===== src/rtl/fft_pkg.sv =====
// Shared constants, sample type and helpers for the FFT output reorder path.
package fft_pkg;

  localparam int unsigned LOG2N = 5;
  localparam int unsigned NPT   = 1 << LOG2N;
  localparam int unsigned DW    = 16;

  typedef struct packed {
    logic signed [DW-1:0] re;
    logic signed [DW-1:0] im;
  } cplx_t;

  typedef enum logic {
    IDLE = 1'b0,
    READ = 1'b1
  } rd_state_t;

  function automatic logic [LOG2N-1:0] bitrev(input logic [LOG2N-1:0] addr);
    logic [LOG2N-1:0] r;
    r = '0;
    for (int unsigned i = 0; i < LOG2N; i++) begin
      r[i] = addr[LOG2N-1-i];
    end
    return r;
  endfunction

endpackage


===== src/rtl/fft_pingpong_ram.sv =====
// Two-bank frame buffer: one synchronous write port, one synchronous read port
// with registered read data (the read register doubles as the output sample).
module fft_pingpong_ram
  import fft_pkg::*;
(
  input  logic             clk,
  input  logic             rstn,
  input  logic             wr_en_i,
  input  logic             wr_bank_i,
  input  logic [LOG2N-1:0] wr_addr_i,
  input  cplx_t            wr_data_i,
  input  logic             rd_en_i,
  input  logic             rd_bank_i,
  input  logic [LOG2N-1:0] rd_addr_i,
  output cplx_t            rd_data_o
);

  cplx_t mem_q [2*NPT];
  cplx_t rd_data_q;

  // Storage array is intentionally not reset.
  always_ff @(posedge clk) begin
    if (wr_en_i) begin
      mem_q[{wr_bank_i, wr_addr_i}] <= wr_data_i;
    end
  end

  // Read data holds its value between reads.
  always_ff @(posedge clk) begin
    if (!rstn) begin
      rd_data_q <= '0;
    end else if (rd_en_i) begin
      rd_data_q <= mem_q[{rd_bank_i, rd_addr_i}];
    end
  end

  assign rd_data_o = rd_data_q;

endmodule


===== src/rtl/fft_out_reorder.sv =====
// Buffers bit-reversed FFT output frames in a ping-pong RAM and replays them in
// natural bin order with sof/eof markers. Optional FFT_REORDER_DROP_CNT_EN adds drop_cnt.
module fft_out_reorder
  import fft_pkg::*;
(
  input  logic             clk,
  input  logic             rstn,
  input  logic             din_valid,
  input  logic [DW-1:0]    din_re,
  input  logic [DW-1:0]    din_im,
  output logic             dout_valid,
  output logic [DW-1:0]    dout_re,
  output logic [DW-1:0]    dout_im,
  output logic             dout_sof,
  output logic             dout_eof,
  output logic [LOG2N-1:0] dout_idx
`ifdef FFT_REORDER_DROP_CNT_EN
  ,
  output logic [7:0]       drop_cnt
`endif
);

  localparam logic [LOG2N-1:0] LAST_IDX = LOG2N'(NPT - 1);

  rd_state_t        state_q, state_d;
  logic [LOG2N-1:0] wr_cnt_q, wr_cnt_d;
  logic             wr_bank_q, wr_bank_d;
  logic [LOG2N-1:0] rd_cnt_q, rd_cnt_d;
  logic             rd_bank_q, rd_bank_d;
  logic [1:0]       full_q, full_d;
  logic             dout_valid_q, dout_valid_d;
  logic             dout_sof_q, dout_sof_d;
  logic             dout_eof_q, dout_eof_d;
  logic [LOG2N-1:0] dout_idx_q, dout_idx_d;
  logic             wr_done;
  logic             rd_en;
  cplx_t            wr_data;
  cplx_t            rd_data;

  assign wr_data = cplx_t'({din_re, din_im});

  fft_pingpong_ram u_ram (
    .clk       (clk),
    .rstn      (rstn),
    .wr_en_i   (din_valid),
    .wr_bank_i (wr_bank_q),
    .wr_addr_i (bitrev(wr_cnt_q)),
    .wr_data_i (wr_data),
    .rd_en_i   (rd_en),
    .rd_bank_i (rd_bank_q),
    .rd_addr_i (rd_cnt_q),
    .rd_data_o (rd_data)
  );

  // Write counter, bank select, full flags and read FSM next-state.
  always_comb begin
    state_d      = state_q;
    wr_cnt_d     = wr_cnt_q;
    wr_bank_d    = wr_bank_q;
    rd_cnt_d     = rd_cnt_q;
    rd_bank_d    = rd_bank_q;
    full_d       = full_q;
    dout_valid_d = 1'b0;
    dout_sof_d   = 1'b0;
    dout_eof_d   = 1'b0;
    dout_idx_d   = dout_idx_q;
    wr_done      = 1'b0;
    rd_en        = 1'b0;

    if (din_valid) begin
      wr_cnt_d = wr_cnt_q + 1'b1;
      if (wr_cnt_q == LAST_IDX) begin
        wr_done           = 1'b1;
        full_d[wr_bank_q] = 1'b1;
        wr_bank_d         = ~wr_bank_q;
      end
    end else if (wr_cnt_q != '0) begin
      wr_cnt_d = '0;
    end

    case (state_q)
      IDLE: begin
        if (full_q[rd_bank_q]) begin
          state_d  = READ;
          rd_cnt_d = '0;
        end
      end
      READ: begin
        rd_en        = 1'b1;
        dout_valid_d = 1'b1;
        dout_idx_d   = rd_cnt_q;
        dout_sof_d   = (rd_cnt_q == '0);
        dout_eof_d   = (rd_cnt_q == LAST_IDX);
        rd_cnt_d     = rd_cnt_q + 1'b1;
        if (rd_cnt_q == LAST_IDX) begin
          full_d[rd_bank_q] = 1'b0;
          rd_bank_d         = ~rd_bank_q;
          rd_cnt_d          = '0;
          // A frame landing in the other bank on this edge still chains seamlessly.
          if (!(full_q[~rd_bank_q] || (wr_done && (wr_bank_q != rd_bank_q)))) begin
            state_d = IDLE;
          end
        end
      end
      default: state_d = IDLE;
    endcase
  end

  always_ff @(posedge clk) begin
    if (!rstn) begin
      state_q      <= IDLE;
      wr_cnt_q     <= '0;
      wr_bank_q    <= 1'b0;
      rd_cnt_q     <= '0;
      rd_bank_q    <= 1'b0;
      full_q       <= '0;
      dout_valid_q <= 1'b0;
      dout_sof_q   <= 1'b0;
      dout_eof_q   <= 1'b0;
      dout_idx_q   <= '0;
    end else begin
      state_q      <= state_d;
      wr_cnt_q     <= wr_cnt_d;
      wr_bank_q    <= wr_bank_d;
      rd_cnt_q     <= rd_cnt_d;
      rd_bank_q    <= rd_bank_d;
      full_q       <= full_d;
      dout_valid_q <= dout_valid_d;
      dout_sof_q   <= dout_sof_d;
      dout_eof_q   <= dout_eof_d;
      dout_idx_q   <= dout_idx_d;
    end
  end

  assign dout_valid = dout_valid_q;
  assign dout_sof   = dout_sof_q;
  assign dout_eof   = dout_eof_q;
  assign dout_idx   = dout_idx_q;
  assign dout_re    = rd_data.re;
  assign dout_im    = rd_data.im;

`ifdef FFT_REORDER_DROP_CNT_EN
  logic [7:0] drop_cnt_q, drop_cnt_d;

  // Saturating count of partial frames abandoned on valid loss.
  always_comb begin
    drop_cnt_d = drop_cnt_q;
    if (!din_valid && (wr_cnt_q != '0) && (drop_cnt_q != 8'hFF)) begin
      drop_cnt_d = drop_cnt_q + 8'd1;
    end
  end

  always_ff @(posedge clk) begin
    if (!rstn) begin
      drop_cnt_q <= '0;
    end else begin
      drop_cnt_q <= drop_cnt_d;
    end
  end

  assign drop_cnt = drop_cnt_q;
`endif

endmodule


===== config.mk =====
export PLATFORM = sky130hd
export DESIGN_NAME = fft_out_reorder
export DESIGN_NICKNAME = d
export VERILOG_FILES = /design/src/rtl/fft_pkg.sv /design/src/rtl/fft_pingpong_ram.sv /design/src/rtl/fft_out_reorder.sv
export SDC_FILE = /design/constraint.sdc
export NUM_CORES = 2
export LEC_CHECK = 0
export CAP_MARGIN = 20
export CORE_MARGIN = 2
export CORE_UTILIZATION = 35
export CTS_BUF_LIST = sky130_fd_sc_hd__clkbuf_8
export DETAILED_ROUTE_END_ITERATION = 10
export RECOVER_POWER = 50
export SETUP_SLACK_MARGIN = 0.02
export SLEW_MARGIN = 10
export SYNTH_ARGS = -nofsm -noshare
export SYNTH_HDL_FRONTEND = slang
export SYNTH_SLANG_ARGS = --single-unit

===== constraint.sdc =====
create_clock -name clk -period 4.82 [get_ports clk]
set_input_delay 1.205 -clock clk [delete_from_list [all_inputs] [get_ports clk]]
set_output_delay 1.205 -clock clk [all_outputs]
set_load 0.02 [all_outputs]

==> results.toml <==
[outcome]
status = "complete, but fails checks"
violations = "capacitance limit, slew limit"

[clock_tree]
cts.path.max_buffers = 4
holdBufCountCts = 0
cts_setup_buffers = 0
cts_tree = "done"
cts_buffers = 355
cts_max_level = 5
cts.reportedPaths.clkPinSlew_ps = 60
clock-sinks = 2103
root_buffer = "clkbuf_8"
insertion_delay_ps = 1060
cts_resized = 0

[yosys]
syn_inst = 3719
synth_area_um2 = 80000
synth-seq-cells = 2103
ys_seq_area_frac = 0.783
synth_nets = 3760
yosys.cell_types.count = 41
synth_area_per_cell_um2 = 21.5
ys_warn_count = 0

[floorplan]
start_util = 0.352
dieArea_um2 = 232000
num_rows = 175
pin_count = 75
core_um2 = 227000
die_h_um = 482
dieWidth_um = 482

[timing]
fin_crit_ps = 4010
final-hold-violation-count = 0
rsz0062_at_grt = "false"
slew_viol_final = 1769
worstMarginPinSlew_ps = 3940
slew_headroom = -1.63
finalSetupViolCount = 0
fin_ws_ps = 811
skew_ps = 66.1
setup_total_negative_slack_ps = 0
period_share = 0.832
fmax_ghz = 0.249

[detailed_routing]
viasPerCell = 5.46
wl_per_cell_um = 29.3
vias = 40800
drcViolationCount = 0
ant_nets = 0
wl_mm = 219
drtIter0Drc = 4793
first_pass_iters = 6

[placement]
io_buffers = 74
placed_area_um2 = 86200
place.gp.congestion = 0.839
dp_slack_ps = 469
hpwl_mm = 129

[pwr]
swShare = 0.211
peakVddDrop_v = 0.000286
power.density_nw_per_um2 = 377
share_comb_of_total_power = 0.015
clkPwrFrac = 0.406
internal_power_uw = 27400
pwr-share-seq = 0.579
leakage_uw = 0.0278
p_sw_uw = 7340

[worst_setup_path]
crit_fanout = 55
cp-start-kind = "flop"
critPathArrivalTime_ps = 4890
setup.worst_path.start = "rd_cnt_q[0]$_SDFFE_PN0P_"
required_ps = 5700
r2r_start = "rd_cnt_q[0]$_SDFFE_PN0P_"
worstSetupPathType = "flop to flop"
end_kind = "flop"

[run]
cap_violations = 45

[global_route]
grt_first_pass_wirelength_mm = 307
antenna_found_initial = 33
grt_pass1_vias = 40700
track_usage = 0.186
grt_max_degree = 95
grt_overflow = 0

[final_layout]
syn_to_final_growth_pct = 15.2
layout_common_cells = "edfxtp_1, mux4_2, clkbuf_8"
final_common_cell = "edfxtp_1"
fin_nets = 4234
stdcell_area_um2 = 92100
drive_gt1_frac = 0.252

[worst_hold_path]
min-delay-start = "full_q[0]$_SDFF_PN0_"
hold_path_class = "flop to flop"
-- cell families after synthesis --
kind of cell / Yosys count / synth area share
xor+xnor: 4 / 0.000438
fa+ha+maj: 6 / 0.000939
buf+inv: 226 / 0.0127
compound gates: 429 / 0.0359
simple gates: 304 / 0.0210
mux: 647 / 0.146
flops: 2103 / 0.783
-- per-layer routing --
layer | global-route usage | up-vias | wire (um)
met1 | 0.253 | 21800 | 89200
met5 | 0 | - | 107
met2 | 0.298 | 1893 | 105000
met3 | 0.0377 | 399 | 17400
met4 | 0.0649 | 18 | 7440
li1 | - | 16700 | -
-- registers in the layout, indices dropped and copies added, names as in the netlist --
signal / flops
u_ram.mem_q: 2048
u_ram.rd_data_o: 32
dout_idx: 5
rd_cnt_q: 5
wr_cnt_q: 5
full_q: 2
dout_eof: 1
dout_sof: 1
dout_valid: 1
rd_bank_q: 1
state_q: 1
wr_bank_q: 1
-- cells in the mapped netlist --
library cell,instances,area (um^2)
a211oi_1,65,488
a21boi_0,2,15.0
a21oi_1,89,445
a22oi_1,138,1040
a31oi_1,2,12.5
and2_1,4,25.0
and3_1,5,31.3
and4_1,1,8.76
buf_1,15,56.3
buf_2,54,270
buf_4,9,67.6
buf_6,9,101
clkbuf_1,132,495
clkbuf_2,1,5.00
dfxtp_1,55,1100
edfxtp_1,2048,61500
ha_1,6,75.1
inv_1,6,22.5
mux2i_1,231,2310
mux4_2,416,9370
nand2_1,54,203
nand2b_1,5,31.3
nand3_1,11,55.1
nand4_1,1,6.26
nand4b_1,2,17.5
nor2_1,78,293
nor2b_1,71,444
nor3b_1,8,60.1
nor4b_1,24,210
nor4bb_1,1,10.0
o211a_1,1,10.0
o21ai_0,34,170
o21bai_1,2,15.0
o221ai_1,32,280
o22ai_1,64,400
or2_2,2,12.5
or3_1,3,18.8
or3b_2,1,8.76
or4_1,33,248
xnor2_1,3,26.3
xor2_1,1,8.76
-- layout make-up --
| class | count | area [um^2] |
|---|---|---|
| clock inverters | 241 | 1080 |
| fillers | 20000 | 135000 |
| diodes | 16 | 40.0 |
| well taps | 3009 | 3760 |
| flip-flops and latches | 2103 | 62600 |
| multi-input cells | 1390 | 16800 |
| repair buffers | 337 | 2720 |
| clock buffers | 367 | 5050 |
| inverters | 6 | 22.5 |
-- path summary, 6_finish.rpt --
path / endpoint / slack, ps / depth (start not counted)
max: u_ram.rd_data_o[11]$_SDFFE_PN0P_ / 810 / 6
min: full_q[0]$_SDFF_PN0_ / 510 / 2
max reg2reg: u_ram.rd_data_o[11]$_SDFFE_PN0P_ / 810 / 6
min reg2reg: full_q[0]$_SDFF_PN0_ / 510 / 2
-- stage by stage --
step | total power (uW) | cells | utilization | hold WS [ps]
2_1_floorplan | 20600 | 3719 | - | 458
3_3_place_gp | 21000 | 6833 | 0.379 | 475
3_5_place_dp | 21000 | 6843 | 0.379 | 492
4_1_cts | 35000 | 7451 | 0.406 | 508
5_1_grt | 35900 | 7455 | 0.405 | 545
6_report | 34800 | 7469 | 0.405 | 506
-- power by group through the flow --
stage / sequential (uW) / clock, uW / combinational [uW]
2_1_floorplan: 20500 / 0 / 86.4
3_3_place_gp: 20500 / 0 / 522
3_5_place_dp: 20500 / 0 / 545
4_1_cts: 20100 / 14400 / 544
5_1_grt: 20100 / 15200 / 552
6_report: 20100 / 14100 / 519
-- critical path, cell delays in order (launching register included) --
cell,delay (ps)
dfxtp_4,940
buf_12,460
mux4_2,580
a22oi_1,850
a21oi_1,230
buf_4,190
or4_1,500
Note: power is estimated with default switching activity, not from simulation.
